### config.mk
export PLATFORM = sky130hd
export DESIGN_NAME = multi_cycle_control
export DESIGN_NICKNAME = d
export VERILOG_FILES = /design/src/rtl/multi_cycle_control.sv
export SDC_FILE = /design/constraint.sdc
export NUM_CORES = 1
export LEC_CHECK = 0
export ABC_AREA = 1
export CAP_MARGIN = 10
export CORE_AREA = 2 2 64 66
export DETAILED_ROUTE_END_ITERATION = 6
export DIE_AREA = 0 0 66 68
export PLACE_DENSITY = 0.78
export RECOVER_POWER = 50
export SKIP_CTS_REPAIR_TIMING = 1
export SLEW_MARGIN = 40
export SYNTH_ARGS = -nofsm -noshare
export SYNTH_HDL_FRONTEND = slang
export SYNTH_SLANG_ARGS = --single-unit
### constraint.sdc
create_clock -name clk_i -period 1.8 [get_ports clk_i]
set_input_delay 0.18 -clock clk_i [delete_from_list [all_inputs] [get_ports clk_i]]
set_output_delay 0.18 -clock clk_i [all_outputs]
set_load 0.005 [all_outputs]
### src/rtl/multi_cycle_control.sv
// -----------------------------------------------------------------------------
// multi_cycle_control
//   Control FSM for a multi-cycle MIPS-style datapath. It walks each
//   instruction through IDLE/FETCH/DECODE/EXEC/MEM/WB (and JUMP when enabled).
//   It drives the datapath strobes and counts retired instructions.
//
// Build option:
//   MCC_JUMP_EN  when defined, opcode 000010 (j) goes DECODE -> JUMP -> FETCH
//                and retires. When undefined, 000010 is an illegal opcode and
//                JUMP is never entered.
//
// Parameters:
//   ALU_OP_W  width of ALU_op_o (>= 3, class codes zero-extended)
//   CNT_W     width of the retired-instruction counter
//
// Ports:
//   clk_i        rising-edge clock
//   rst_i        synchronous active-high reset
//   instr_op_i   opcode field of the external instruction register
//   mem_ready_i  memory handshake; an access completes when high with a
//                Mem* strobe high
//   PCWrite_o, IRWrite_o             PC update / IR load strobes
//   RegWrite_o, ALUSrc_o, RegDst_o, Branch_o,
//   MemWrite_o, MemRead_o, MemtoReg_o datapath controls
//   ALU_op_o     ALU operation class
//   state_o      current state code
//   illegal_o    one-cycle pulse in DECODE for an unknown opcode
//   instr_cnt_o  retired-instruction count (wraps silently)
// -----------------------------------------------------------------------------
module multi_cycle_control #(
  parameter int ALU_OP_W = 3,
  parameter int CNT_W    = 16
) (
  input  logic                clk_i,
  input  logic                rst_i,
  input  logic [5:0]          instr_op_i,
  input  logic                mem_ready_i,
  output logic                PCWrite_o,
  output logic                IRWrite_o,
  output logic                RegWrite_o,
  output logic                ALUSrc_o,
  output logic                RegDst_o,
  output logic                Branch_o,
  output logic                MemWrite_o,
  output logic                MemRead_o,
  output logic                MemtoReg_o,
  output logic [ALU_OP_W-1:0] ALU_op_o,
  output logic [2:0]          state_o,
  output logic                illegal_o,
  output logic [CNT_W-1:0]    instr_cnt_o
);

  typedef enum logic [2:0] {
    IDLE   = 3'd0,
    FETCH  = 3'd1,
    DECODE = 3'd2,
    EXEC   = 3'd3,
    MEM    = 3'd4,
    WB     = 3'd5,
    JUMP   = 3'd6
  } stateT;

  localparam logic [5:0] OpR    = 6'b000000;
  localparam logic [5:0] OpAddi = 6'b001000;
  localparam logic [5:0] OpSlti = 6'b001010;
  localparam logic [5:0] OpLw   = 6'b100011;
  localparam logic [5:0] OpSw   = 6'b101011;
  localparam logic [5:0] OpBeq  = 6'b000100;
  localparam logic [5:0] OpBne  = 6'b000101;
`ifdef MCC_JUMP_EN
  localparam logic [5:0] OpJ    = 6'b000010;
`endif

  // Registered control bundle; PCWrite here only covers the JUMP state.
  typedef struct packed {
    logic       pcWrite;
    logic       regWrite;
    logic       aluSrc;
    logic       regDst;
    logic       branch;
    logic       memWrite;
    logic       memRead;
    logic       memtoReg;
    logic [2:0] aluOp;
  } ctrlT;

  stateT            stateQ, stateNext;
  logic [5:0]       opQ, opNext;
  logic [CNT_W-1:0] cntQ;
  ctrlT             ctrlQ;
  logic             retire;
  logic             fetchDone;

  function automatic logic isKnownOp(input logic [5:0] op);
    logic known;
    case (op)
      OpR, OpAddi, OpSlti, OpLw, OpSw, OpBeq, OpBne: known = 1'b1;
`ifdef MCC_JUMP_EN
      OpJ:                                          known = 1'b1;
`endif
      default:                                      known = 1'b0;
    endcase
    return known;
  endfunction

  // Control levels that belong to a given (state, opcode) pair.
  function automatic ctrlT decodeCtrl(input stateT s, input logic [5:0] op);
    ctrlT c;
    c = '0;
    case (s)
      FETCH: c.memRead = 1'b1;
      EXEC: begin
        case (op)
          OpR:          c.aluOp = 3'b010;
          OpAddi:       c.aluSrc = 1'b1;
          OpLw, OpSw:   c.aluSrc = 1'b1;
          OpSlti: begin
            c.aluOp  = 3'b011;
            c.aluSrc = 1'b1;
          end
          OpBeq, OpBne: begin
            c.aluOp  = 3'b001;
            c.branch = 1'b1;
          end
          default: ;
        endcase
      end
      MEM: begin
        c.memRead  = (op == OpLw);
        c.memWrite = (op == OpSw);
      end
      WB: begin
        c.regWrite = 1'b1;
        c.regDst   = (op == OpR);
        c.memtoReg = (op == OpLw);
      end
      JUMP:    c.pcWrite = 1'b1;
      default: ;
    endcase
    return c;
  endfunction

  // Next-state and retirement decision.
  always_comb begin
    stateNext = stateQ;
    opNext    = opQ;
    retire    = 1'b0;
    case (stateQ)
      IDLE:  stateNext = FETCH;
      FETCH: if (mem_ready_i) stateNext = DECODE;
      DECODE: begin
        // The IR was loaded at the end of FETCH, so the opcode is valid now.
        opNext = instr_op_i;
        if (!isKnownOp(instr_op_i)) stateNext = FETCH;
`ifdef MCC_JUMP_EN
        else if (instr_op_i == OpJ) stateNext = JUMP;
`endif
        else stateNext = EXEC;
      end
      EXEC: begin
        case (opQ)
          OpR, OpAddi, OpSlti: stateNext = WB;
          OpLw, OpSw:          stateNext = MEM;
          OpBeq, OpBne: begin
            stateNext = FETCH;
            retire    = 1'b1;
          end
          default:             stateNext = FETCH;
        endcase
      end
      MEM: begin
        if (mem_ready_i) begin
          if (opQ == OpLw) begin
            stateNext = WB;
          end else begin
            stateNext = FETCH;
            retire    = 1'b1;
          end
        end
      end
      WB: begin
        stateNext = FETCH;
        retire    = 1'b1;
      end
      JUMP: begin
        stateNext = FETCH;
        retire    = 1'b1;
      end
      default: stateNext = IDLE;
    endcase
  end

  // Controls are registered from the next state, so they line up with stateQ.
  always_ff @(posedge clk_i) begin
    if (rst_i) begin
      stateQ <= IDLE;
      opQ    <= '0;
      cntQ   <= '0;
      ctrlQ  <= '0;
    end else begin
      stateQ <= stateNext;
      opQ    <= opNext;
      ctrlQ  <= decodeCtrl(stateNext, opNext);
      if (retire) cntQ <= cntQ + CNT_W'(1);
    end
  end

  // The IR load and PC increment must land on the same cycle the fetch
  // completes, so they follow mem_ready_i directly. Gating with rst_i keeps
  // a reset cycle free of strobes.
  assign fetchDone = (stateQ == FETCH) && mem_ready_i && !rst_i;

  assign PCWrite_o   = ctrlQ.pcWrite | fetchDone;
  assign IRWrite_o   = fetchDone;
  assign RegWrite_o  = ctrlQ.regWrite;
  assign ALUSrc_o    = ctrlQ.aluSrc;
  assign RegDst_o    = ctrlQ.regDst;
  assign Branch_o    = ctrlQ.branch;
  assign MemWrite_o  = ctrlQ.memWrite;
  assign MemRead_o   = ctrlQ.memRead;
  assign MemtoReg_o  = ctrlQ.memtoReg;
  assign ALU_op_o    = ALU_OP_W'(ctrlQ.aluOp);
  assign state_o     = stateQ;
  assign instr_cnt_o = cntQ;

  // The opcode is only in opQ after DECODE, so the flag has to look at the
  // IR field directly during DECODE.
  assign illegal_o = (stateQ == DECODE) && !isKnownOp(instr_op_i) && !rst_i;

endmodule

* After elaboration in Yosys (flattened, before gate mapping)
Index checks and enable logic that the tools add are counted.
** Storage, ports and cells
- Flip-flop bits (word level) :: 36
- Input port bits :: 9
- Output and inout port bits :: 32
- Logic and storage cells :: 86
** Operators by class
- $add $sub $neg :: 1
- Eq/ne operators :: 29
- Mux-type cells :: 19
- Bitwise logic cells :: 4
- Reductions and logical operators :: 21
** Operators with widths (count)
- == test 6 x 3 -> 1 bit (second input constant) :: 6
- == test 6 x 4 -> 1 bit (second input constant) :: 6
- == test 6 bit (second input constant) :: 6
- == test 3 bit (second input constant) :: 6
- zero test 6 bit :: 3
- adder 16 x 1 -> 16 bit (second input constant) :: 1
- one-hot mux 3 bit (5 select lines) :: 1
- OR reduction 2 bit :: 7
- == test 3 x 2 -> 1 bit (second input constant) :: 3
- 2-to-1 mux 1 bit :: 9
- 2-to-1 mux 3 bit :: 3
- OR reduction 7 bit :: 1
- == test 3 x 1 -> 1 bit (second input constant) :: 2
- 2-to-1 mux 6 bit :: 1
- one-hot mux 2 bit (3 select lines) :: 1
- one-hot mux 3 bit (2 select lines) :: 1
- OR reduction 3 bit :: 2
- logical AND 1 bit :: 4
- OR reduction 4 bit :: 1
- zero test 3 bit :: 1
- NOT 1 bit :: 3
- one-hot mux 1 bit (3 select lines) :: 1
- zero test 1 bit :: 2
- 2-to-1 mux 2 bit :: 1
- other kinds (2) :: 2

* Longest topological paths before layout
Gate-level depths: netlist (run 1).
- Depth in word-level cells :: 9
- Gate-level depth with buffers :: 10

* Least setup slack after synthesis (run 1)
OpenSTA, ideal clock, no wires.
- Path kind :: register to register
- Start :: reg cntQ[0] (netlist: instr_cnt_o[0])
- End :: reg cntQ[14] (netlist: instr_cnt_o[14])
- Data arrival time :: 1222 ps
- Data required time :: 1668 ps
- Slack :: 445 ps
- Cell stages (with the launch flop) :: 8
- Buffers on the path :: 0
- Path through :: dfxtp_1 ha_1 nand3_1 nor2_1 nand3_1 xor2_1 nand2_1 a21oi_1
** Between the ends
- Cells in the longest elaborated chain, start to end :: 1
** Ends and longest elaborated chain
- start, declared :: RTL line 89 : logic [CNT_W-1:0] cntQ;
- start signal, assigned :: RTL line 204 : if (retire) cntQ <= cntQ + CNT_W'(1);
- adder 16 x 1 -> 16 bit :: RTL line 204
Every way passes these cells.
A chain may end at the register's enable or synchronous reset.

* Worst setup path in the final report (run 1)
- Start :: reg stateQ[1] (netlist: state_o[1])
- End :: out PCWrite_o
** Between the ends
- Cells in the longest elaborated chain, start to end :: 4
** Ends and longest elaborated chain
- start, declared :: RTL line 87 : stateT stateQ, stateNext;
- start signal, assigned :: RTL line 201 : stateQ <= stateNext;
- == test 3 x 1 -> 1 bit :: RTL line 211 : assign fetchDone = (stateQ == FETCH) && mem_ready_i && !rst_i;
- logical AND 1 bit (2 in series) :: RTL line 211
- bitwise OR 1 bit :: RTL line 213 : assign PCWrite_o = ctrlQ.pcWrite | fetchDone;
- end, declared :: RTL line 38 : output logic PCWrite_o,
Every way passes these cells.

==> impl_metrics.py, run 1 <==
metrics = {
    "run_status": {
        "status": "finished, final reports clean",
    },
    "critical_path": {
        "worstPathMaxFanout": 6,
        "crit_type": "register to output port",
        "startpoint_type": "register",
        "crit_path_end_kind": "output port",
        "regToRegEndpoint": "instr_cnt_o[14]$_SDFFE_PP0P_",
        "reg2reg_from": "instr_cnt_o[0]$_SDFFE_PP0P_",
        "r2r_cells": 7,
        "reg2reg_setup_slack_ns": 0.23,
        "arrival_ns": 1.46,
        "required_ns": 1.62,
    },
    "route": {
        "wl_um": 4239,
        "drc_errors": 0,
        "wl_per_cell_um": 11.21,
        "vias": 1883,
        "dr.pass1.iters": 4,
        "viasPerCell": 4.981,
        "drt-initial-drc-count": 173,
        "ant_nets": 0,
    },
    "power_and_ir_drop": {
        "power_density_nw_per_um2": 694.0,
        "p_leak_nw": 1.147,
        "totalPowerFinal_w": 0.001704,
        "ir_drop_mv": 0.6173,
    },
    "timing": {
        "hold_viol": 0,
        "drv_slew": 0,
        "period_minus_slack_ns": 1.645,
        "rsz0062_at_grt": "false",
        "setup_viol": 0,
        "fmax_ghz": 0.6079,
        "post-route-period-util": 0.9139,
        "skew_ns": 0.004721,
        "whs_ns": 0.4844,
    },
    "min_path": {
        "min-delay-path-class": "register to register",
        "min_from": "instr_cnt_o[14]$_SDFFE_PP0P_",
        "holdPathStages": 2,
        "holdPathEnd": "instr_cnt_o[14]$_SDFFE_PP0P_",
    },
    "clock_network": {
        "cts_made_buffers": 5,
        "clkTransAtPathRegs_ns": 0.08,
        "cts-root-buf": "clkbuf_8",
        "cts_tree": "built",
        "clk_path_buf_depth": 2,
        "insertion_delay_ns": 0.29,
        "cts.sinks": 35,
        "h-tree-depth": 2,
    },
    "floorplan": {
        "io_pins": 41,
        "start_util": 0.4763,
        "rows": 23,
        "fp.dieH_um": 68,
        "core_um2": 3856,
        "die_area_um2": 4488,
        "fp.dieW_um": 66,
    },
    "logic_synthesis": {
        "syn_inst": 276,
        "postSynthAreaPerCell_um2": 6.655,
        "synth_warnings": 0,
        "syn_area_um2": 1837,
        "synth.distinct_cells": 27,
        "ys_async_sr_fraction": 0,
        "synth_top_area_frac": 0.3815,
        "yosysTopAreaCell": "dfxtp_1",
        "ys_ff_latch": 35,
        "yosysSeqAreaShare": 0.3815,
        "synthTopCellsByArea": "dfxtp_1, nand2_1, nor2_1, nand3_1, inv_1",
        "synth_edf_count": 0,
        "synth_flop_cell": "dfxtp_1",
    },
    "cells_and_area": {
        "final_area_um2": 2455,
        "nets": 337,
        "syn2layout_area_growth_pct": 33.65,
        "drive_above_1_share": 0.1159,
        "fillers": 361,
        "insertedDiodeCount": 0,
        "instances_no_fill": 378,
    },
    "global_route": {
        "grt_pass1_vias": 1771,
        "grt_max_degree": 17,
        "antenna_found_initial": 0,
        "grt_pass1_wl_um": 7265,
        "grt_overflow": 0,
        "grt.total_usage": 0.2099,
    },
    "placement": {
        "gp_congestion": 0.9318,
        "post-place-cells": 369,
        "place_hpwl_um": 3127,
        "port_buffers": 39,
        "postPlaceCellArea_um2": 2316,
    },
    "job": {
        "cap_violations": 0,
    },
}
-- sequential cells by signal (all words and copies together), names as in the netlist --
signal	cells
Branch_o	1
ALU_op_o	2
ALUSrc_o	1
RegWrite_o	1
MemtoReg_o	1
state_o	3
opQ	6
RegDst_o	1
ctrlQ	1
MemRead_o	1
instr_cnt_o	16
MemWrite_o	1
-- cell usage in the layout (no fill, tap or decap), drive strengths merged --
cell / count
clkbuf: 6
or2: 1
inv: 34
nand3: 31
a21oi: 18
xnor2: 2
xor2: 7
buf: 12
nor3b: 2
nor2: 48
conb: 2
a21boi: 1
ha: 1
o21a: 1
nand2: 75
nor3: 4
dlymetal6s2s: 4
dlygate4sd3: 20
clkdlybuf4s50: 15
nand4: 4
a211oi: 1
bufinv: 1
o21ai: 2
dfxtp: 35
clkinv: 1
-- area by class of cell --
cell class | count | area [um^2] | area share
multi-input combinational | 200 | 950.9 | 0.3874
sequential | 35 | 704.4 | 0.2870
timing repair buffer | 52 | 494.2 | 0.2013
inverter | 33 | 126.4 | 0.05148
clock buffer | 5 | 68.82 | 0.02803
tap | 50 | 62.56 | 0.02548
clock inverter | 3 | 47.55 | 0.01937
-- worst max-delay path by stage --
stage / endpoint / depth (start not counted) / startpoint
3_5_place_dp: illegal_o / 5 / instr_op_i[1]
6_report: PCWrite_o / 5 / state_o[1]$_SDFF_PP0_
4_1_cts: PCWrite_o / 5 / state_o[1]$_SDFF_PP0_
2_1_floorplan: instr_cnt_o[14]$_SDFFE_PP0P_ / 7 / instr_cnt_o[0]$_SDFFE_PP0P_
5_1_grt: MemRead_o$_SDFF_PP0_ / 9 / state_o[1]$_SDFF_PP0_
3_3_place_gp: illegal_o / 5 / instr_op_i[1]
-- where the power goes --
part           internal [W]  switching [W]
Clock              0.000420       0.000315
Combinational     0.0000785      0.0000924
Sequential         0.000787      0.0000122
-- cell families after synthesis --
kind of cell | synth area share
xor+xnor | 0.04292
flops | 0.3815
simple gates | 0.3937
other cells | 0.002042
fa+ha+maj | 0.006811
compound gates | 0.06881
buf+inv | 0.1042
-- worst max-delay path: stages, from the launching register on --
cell and delay [ns]:
dfxtp_1 0.45, inv_2 0.06, nand4_1 0.16, nor2_1 0.08, or2_2 0.27, dlymetal6s2s_1 0.15
-- through the flow --
step                setup slack, ns    util  setup TNS [ns]
detailed placement         -0.07546  0.6006        -0.07546
global route                0.05074  0.6366               0
finish                       0.1550  0.6366               0
CTS                         -0.1943  0.6308         -0.4624
floorplan                    0.4455       -               0
global placement           -0.08904  0.6006        -0.08904
-- Yosys cell counts (2+ instances only) --
| library cell | count |
|---|---|
| xnor2_1 | 2 |
| xor2_1 | 7 |
| a21oi_1 | 18 |
| nor3_1 | 4 |
| nor3b_1 | 2 |
| buf_6 | 3 |
| nor2_1 | 44 |
| inv_2 | 5 |
| nor2_2 | 4 |
| nand2_2 | 3 |
| inv_1 | 28 |
| nand3_1 | 28 |
| nand2_1 | 72 |
| buf_4 | 3 |
| nand4_1 | 4 |
| clkbuf_1 | 3 |
| nand3_2 | 2 |
| dfxtp_1 | 35 |
-- routing by layer --
metal / routed length (um) / GRT usage
met5: 0 / 0
met4: 85 / 0.1097
met3: 169 / 0.04276
met2: 2286 / 0.3889
met1: 1698 / 0.2262
Note: power is estimated with default switching activity, not from simulation.
==> run 2, diff against run 1 <==
--- a/config.mk
+++ b/config.mk
@@ -10,9 +10,9 @@
 export CORE_AREA = 2 2 64 66
 export DETAILED_ROUTE_END_ITERATION = 6
 export DIE_AREA = 0 0 66 68
+export MAX_ROUTING_LAYER = met4
 export PLACE_DENSITY = 0.78
 export RECOVER_POWER = 50
-export SKIP_CTS_REPAIR_TIMING = 1
 export SLEW_MARGIN = 40
 export SYNTH_ARGS = -nofsm -noshare
 export SYNTH_HDL_FRONTEND = slang
==> run 2 against run 1 <==
  * Worst hold slack improved by 0.0011 ns
  * Register-to-register slack worse by 0.04 ns
  * Combinational power grew 5%
  * Clock power hardly changed
  * Critical path depth is the same
  * Count of clock-buffer cells in the layout unchanged
  * Via count increased by 0.69%
  * Non-clock buffer count rose by 2
  * Sequential power shrank 0.6%
  * Die area unchanged
  * Routed wire length hardly changed
  * First-iteration DRC count decreased by 8.7%
  * Largest power group unchanged
  * Highest routed layer unchanged
==> impl_metrics.py, run 2 (synthesized netlist as in run 1, its figures left out) <==
metrics = {
    "critical_path": {
        "crit_chain": "inv_4, buf_4, nand3_4, a211oi_1, dlygate4sd2_1",
        "crit_type": "register to output port",
        "startpoint_type": "register",
        "reg2reg_setup_slack_ns": 0.19,
        "slowest_delay_ns": 0.35,
        "path_delay_family": "buffers and inverters",
        "crit_path_end_kind": "output port",
        "worst_path_max_delay_cell": "dfxtp_1",
        "required_ns": 1.62,
        "arrival_ns": 1.44,
        "path_buf_inv": 3,
        "worstPathMaxFanout": 9,
    },
    "clock_network": {
        "cts_made_buffers": 5,
        "clk_path_buf_depth": 2,
        "cts.sinks": 35,
        "ctsHoldBuffers": 0,
        "cts_tree": "built",
        "h-tree-depth": 2,
        "insertion_delay_ns": 0.29,
        "clkTransAtPathRegs_ns": 0.07,
        "cts-root-buf": "clkbuf_8",
    },
    "timing": {
        "hold_viol": 0,
        "fin_ws_ns": 0.1836,
        "skew_ns": 0.003840,
        "post-route-period-util": 0.8980,
        "setup_viol": 0,
        "final.setup.tns_ns": 0,
        "rsz0062_at_grt": "false",
        "fmax_ghz": 0.6187,
        "period_minus_slack_ns": 1.616,
        "drv_slew": 0,
    },
    "floorplan": {
        "rows": 23,
        "fp.dieW_um": 66,
        "start_util": 0.4763,
        "io_pins": 41,
        "die_area_um2": 4488,
        "fp.dieH_um": 68,
        "core_um2": 3856,
    },
    "global_route": {
        "use_met1": 0.2280,
        "grt.total_usage": 0.2184,
        "grt_overflow": 0,
        "grt_max_degree": 17,
        "antenna_found_initial": 0,
        "grt_pass1_wl_um": 7334,
        "top_usage_layer": "met2",
        "met3_usage": 0.03947,
        "use_met2": 0.3927,
        "grt_pass1_vias": 1794,
    },
    "job": {
        "cap_violations": 0,
    },
    "cells_and_area": {
        "insertedDiodeCount": 0,
        "mostFrequentLayoutCells": "nand2_1, nor2_1, dfxtp_1",
        "nets": 339,
        "largest_register_ffs": 16,
        "final_common_cell": "nand2_1",
        "instances_no_fill": 380,
        "syn2layout_area_growth_pct": 33.99,
        "drive_above_1_share": 0.1152,
    },
    "route": {
        "ant_nets": 0,
        "vias": 1896,
        "drt-initial-drc-count": 158,
        "wl_per_cell_um": 11.15,
        "dr.pass1.iters": 4,
        "drc_errors": 0,
        "wl_um": 4237,
        "viasPerCell": 4.989,
    },
    "power_and_ir_drop": {
        "ir_drop_mv": 0.6173,
        "p_leak_nw": 1.126,
        "power_density_nw_per_um2": 692.6,
        "totalPowerFinal_w": 0.001705,
    },
    "placement": {
        "post-place-ws_ns": -0.07546,
        "gp_congestion": 0.9484,
        "port_buffers": 39,
        "place_hpwl_um": 3127,
        "post-place-cells": 369,
    },
    "min_path": {
        "min-delay-path-class": "register to register",
    },
    "run_status": {
        "status": "finished, final reports clean",
    },
}
-- run 2: cell count changes in the layout (fill, tap and decap cells not counted), sizes merged --
cell           delta
dlygate4sd3       +2
dlymetal6s2s      -3
dlygate4sd2       +2
clkbuf            +1
clkdlybuf4s50     -1
buf               +1
-- run 2: cell type report --
cell class                      count  area [um^2]
Fill cell                         362         1395
Multi-Input combinational cell    200        953.4
Sequential cell                    35        704.4
Timing Repair Buffer               54        495.5
Inverter                           33        128.9
Clock buffer                        5        68.82
Tap cell                           50        62.56
Clock inverter                      3        47.55
-- run 2: report_power, final --
part | total, W | internal (W) | leakage, nW | switching (W)
logic | 0.000179 | 0.0000812 | 0.783 | 0.0000977
clock network | 0.000732 | 0.000419 | 0.0587 | 0.000312
registers | 0.000794 | 0.000786 | 0.284 | 0.00000785
total | 0.00170 | 0.00129 | 1.13 | 0.000418
-- run 2: final timing paths --
path	from	endpoint	cells after the start
max	state_o[2]$_SDFF_PP0_	illegal_o	5
min	instr_cnt_o[14]$_SDFFE_PP0P_	instr_cnt_o[14]$_SDFFE_PP0P_	2
max reg2reg	state_o[1]$_SDFF_PP0_	instr_cnt_o[3]$_SDFFE_PP0P_	9
min reg2reg	instr_cnt_o[14]$_SDFFE_PP0P_	instr_cnt_o[14]$_SDFFE_PP0P_	2
-- run 2: per-stage QoR --
stage | hold WS (ns) | cell area (um^2) | util
floorplan | 0.3412 | 1841 | -
global placement | 0.4677 | 2316 | 0.6006
detailed placement | 0.4768 | 2316 | 0.6006
CTS | 0.4885 | 2464 | 0.6389
global route | 0.5184 | 2461 | 0.6382
finish | 0.4855 | 2461 | 0.6382
-- run 2: worst register-to-register path, cell delays in order (launching register included) --
cell	delay (ns)
dfxtp_4	0.35
buf_4	0.15
nor2_1	0.13
inv_1	0.07
nor2_1	0.16
nand3_2	0.12
nand3_4	0.17
buf_4	0.19
nand2_1	0.05
a21oi_1	0.14
-- run 2: routing by layer --
metal	vias to the layer above	wire length, um	part of all wire
li1	969	-	-
met3	13	198	0.047
met4	0	120	0.028
met2	52	2264	0.53
met1	862	1654	0.39
met5	-	0	0
-- run 2: what timing repair did --
action,CTS,global route
cloned,0,0
pin swaps,2,2
setup endpoints to repair,3,3
resized for setup,8,3
buffers inserted,3,0
==> run 3, diff against run 2 <==
--- a/config.mk
+++ b/config.mk
@@ -7,11 +7,12 @@
 export LEC_CHECK = 0
 export ABC_AREA = 1
 export CAP_MARGIN = 10
-export CORE_AREA = 2 2 64 66
+export CORE_AREA = 2 2 63 65
+export CTS_BUF_LIST = sky130_fd_sc_hd__clkbuf_8
 export DETAILED_ROUTE_END_ITERATION = 6
-export DIE_AREA = 0 0 66 68
+export DIE_AREA = 0 0 65 67
 export MAX_ROUTING_LAYER = met4
-export PLACE_DENSITY = 0.78
+export PLACE_DENSITY = 0.81
 export RECOVER_POWER = 50
 export SLEW_MARGIN = 40
 export SYNTH_ARGS = -nofsm -noshare
==> run 3 against run 2 <==
  * Combinational power about the same
  * Clock skew rose by 0.0018 ns
  * Cell count increased by 0.79%
  * Via count fell by 1.4%
  * Register-to-register slack worse by 0.02 ns
  * Critical endpoint unchanged
==> impl_metrics.py, run 3 (synthesized netlist as in run 1, its figures left out) <==
metrics = {
    "placement": {
        "port_buffers": 39,
        "gp_congestion": 0.9190,
        "place_hpwl_um": 3181,
    },
    "floorplan": {
        "rows": 22,
        "fp.dieH_um": 67,
        "start_util": 0.5094,
        "io_pins": 41,
        "die_area_um2": 4355,
        "fp.dieW_um": 65,
        "core_um2": 3606,
    },
    "cells_and_area": {
        "insertedDiodeCount": 0,
        "fin_util": 0.6836,
        "final_common_cell": "nand2_1",
        "seq_area_um2": 709.4,
        "nets": 344,
        "largest_register_ffs": 16,
        "fillers": 314,
        "multi_input_area_um2": 950.9,
        "syn2layout_area_growth_pct": 34.20,
        "mostFrequentLayoutCells": "nand2_1, nor2_1, dfxtp_1",
        "drive_above_1_share": 0.1343,
    },
    "timing": {
        "period_minus_slack_ns": 1.663,
        "drv_slew": 0,
        "skew_ns": 0.005690,
        "final.setup.tns_ns": 0,
        "hold_viol": 0,
        "setup_viol": 0,
        "rsz0062_at_grt": "false",
        "post-route-period-util": 0.9241,
        "fmax_ghz": 0.6012,
    },
    "power_and_ir_drop": {
        "p_clk_frac": 0.377,
        "p_int_w": 0.001145,
        "power_density_nw_per_um2": 633.8,
        "p_seq_frac": 0.508,
        "p_leak_nw": 1.123,
        "swShare": 0.2673,
        "pwr-share-comb": 0.115,
        "ir_drop_mv": 0.6418,
        "switchingPower_w": 0.0004175,
    },
    "global_route": {
        "grt_pass1_vias": 1686,
        "grt.total_usage": 0.2187,
        "grt_overflow": 0,
        "grt_max_degree": 15,
        "antenna_found_initial": 0,
        "grt_pass1_wl_um": 7044,
    },
    "run_status": {
        "status": "finished, final reports clean",
    },
    "route": {
        "drt-initial-drc-count": 120,
        "ant_nets": 0,
        "vias": 1869,
        "wl_per_cell_um": 10.88,
        "drc_errors": 0,
        "dr.pass1.iters": 5,
        "viasPerCell": 4.880,
        "wl_um": 4166,
    },
    "critical_path": {
        "worstPathMaxFanout": 9,
        "slowest_delay_ns": 0.34,
        "crit_type": "register to output port",
        "crit_chain": "clkbuf_1, inv_2, nand3_4, a211oi_1, dlygate4sd2_1",
        "reg2reg_setup_slack_ns": 0.17,
        "worst_path_max_delay_cell": "dfxtp_4",
        "startpoint_type": "register",
        "required_ns": 1.62,
        "arrival_ns": 1.48,
        "crit_path_end_kind": "output port",
    },
    "clock_network": {
        "ctsHoldBuffers": 0,
        "insertion_delay_ns": 0.30,
        "cts_tree": "built",
        "cts-root-buf": "clkbuf_8",
        "clkTransAtPathRegs_ns": 0.08,
        "clk_path_buf_depth": 2,
        "h-tree-depth": 2,
        "cts.sinks": 35,
        "cts_made_buffers": 5,
    },
    "job": {
        "cap_violations": 0,
    },
    "min_path": {
        "min-delay-path-class": "register to register",
    },
}
run 3: what timing repair did:
action                                  CTS  global route
gates resized for setup                  10             0
endpoints found under the setup margin    3             0
buffers inserted                          5             0
run 3: final timing paths:
path	from	cells past startpoint	to
worst max-delay path	state_o[0]$_SDFF_PP0_	5	illegal_o
worst min-delay path	instr_cnt_o[14]$_SDFFE_PP0P_	2	instr_cnt_o[14]$_SDFFE_PP0P_
worst max register to register	state_o[2]$_SDFF_PP0_	11	MemRead_o$_SDFF_PP0_
worst min register to register	instr_cnt_o[14]$_SDFFE_PP0P_	2	instr_cnt_o[14]$_SDFFE_PP0P_
run 3: layout make-up:
type / count / share of cell area
inverters: 33 / 0.05127
clock inverters: 3 / 0.009645
clock buffers: 5 / 0.02792
well taps: 48 / 0.02437
flip-flops and latches: 35 / 0.2878
multi-input cells: 200 / 0.3858
repair buffers: 59 / 0.2132
run 3: through the flow:
step | area [um^2] | hold slack (ns) | setup slack, ns | cells | power (W)
5_1_grt | 2465 | 0.5279 | 0.02379 | 383 | 0.001630
3_3_place_gp | 2336 | 0.4748 | -0.07322 | 370 | 0.0009883
3_5_place_dp | 2336 | 0.4823 | -0.1148 | 370 | 0.0009911
6_report | 2465 | 0.4908 | 0.1366 | 383 | 0.001562
4_1_cts | 2479 | 0.4936 | 0.1490 | 383 | 0.001586
2_1_floorplan | 1841 | 0.3412 | 0.4455 | 277 | 0.0009132
run 3: worst max-delay path, delay by kind of cell, from the launching register on:
kind | cells | cell delay, ns
AO/OA/AOI/OAI | 1 | 0.19
AND/OR/NAND/NOR | 1 | 0.12
flip-flops | 1 | 0.34
buffers and inverters | 3 | 0.54
run 3: power groups by stage:
stage / sequential, W / combinational, W / clock, W
3_3_place_gp: 0.000815 / 0.000173 / 0
2_1_floorplan: 0.000816 / 0.0000970 / 0
6_report: 0.000793 / 0.000180 / 0.000589
4_1_cts: 0.000793 / 0.000185 / 0.000607
5_1_grt: 0.000795 / 0.000199 / 0.000636
3_5_place_dp: 0.000816 / 0.000175 / 0
run 3: layer usage:
metal | vias to the layer above | global-route usage | part of all wire
met5 | - | - | 0
met1 | 854 | 0.2234 | 0.41
met4 | 0 | 0.08245 | 0.016
met3 | 7 | 0.05236 | 0.038
met2 | 32 | 0.4059 | 0.54
li1 | 976 | - | -
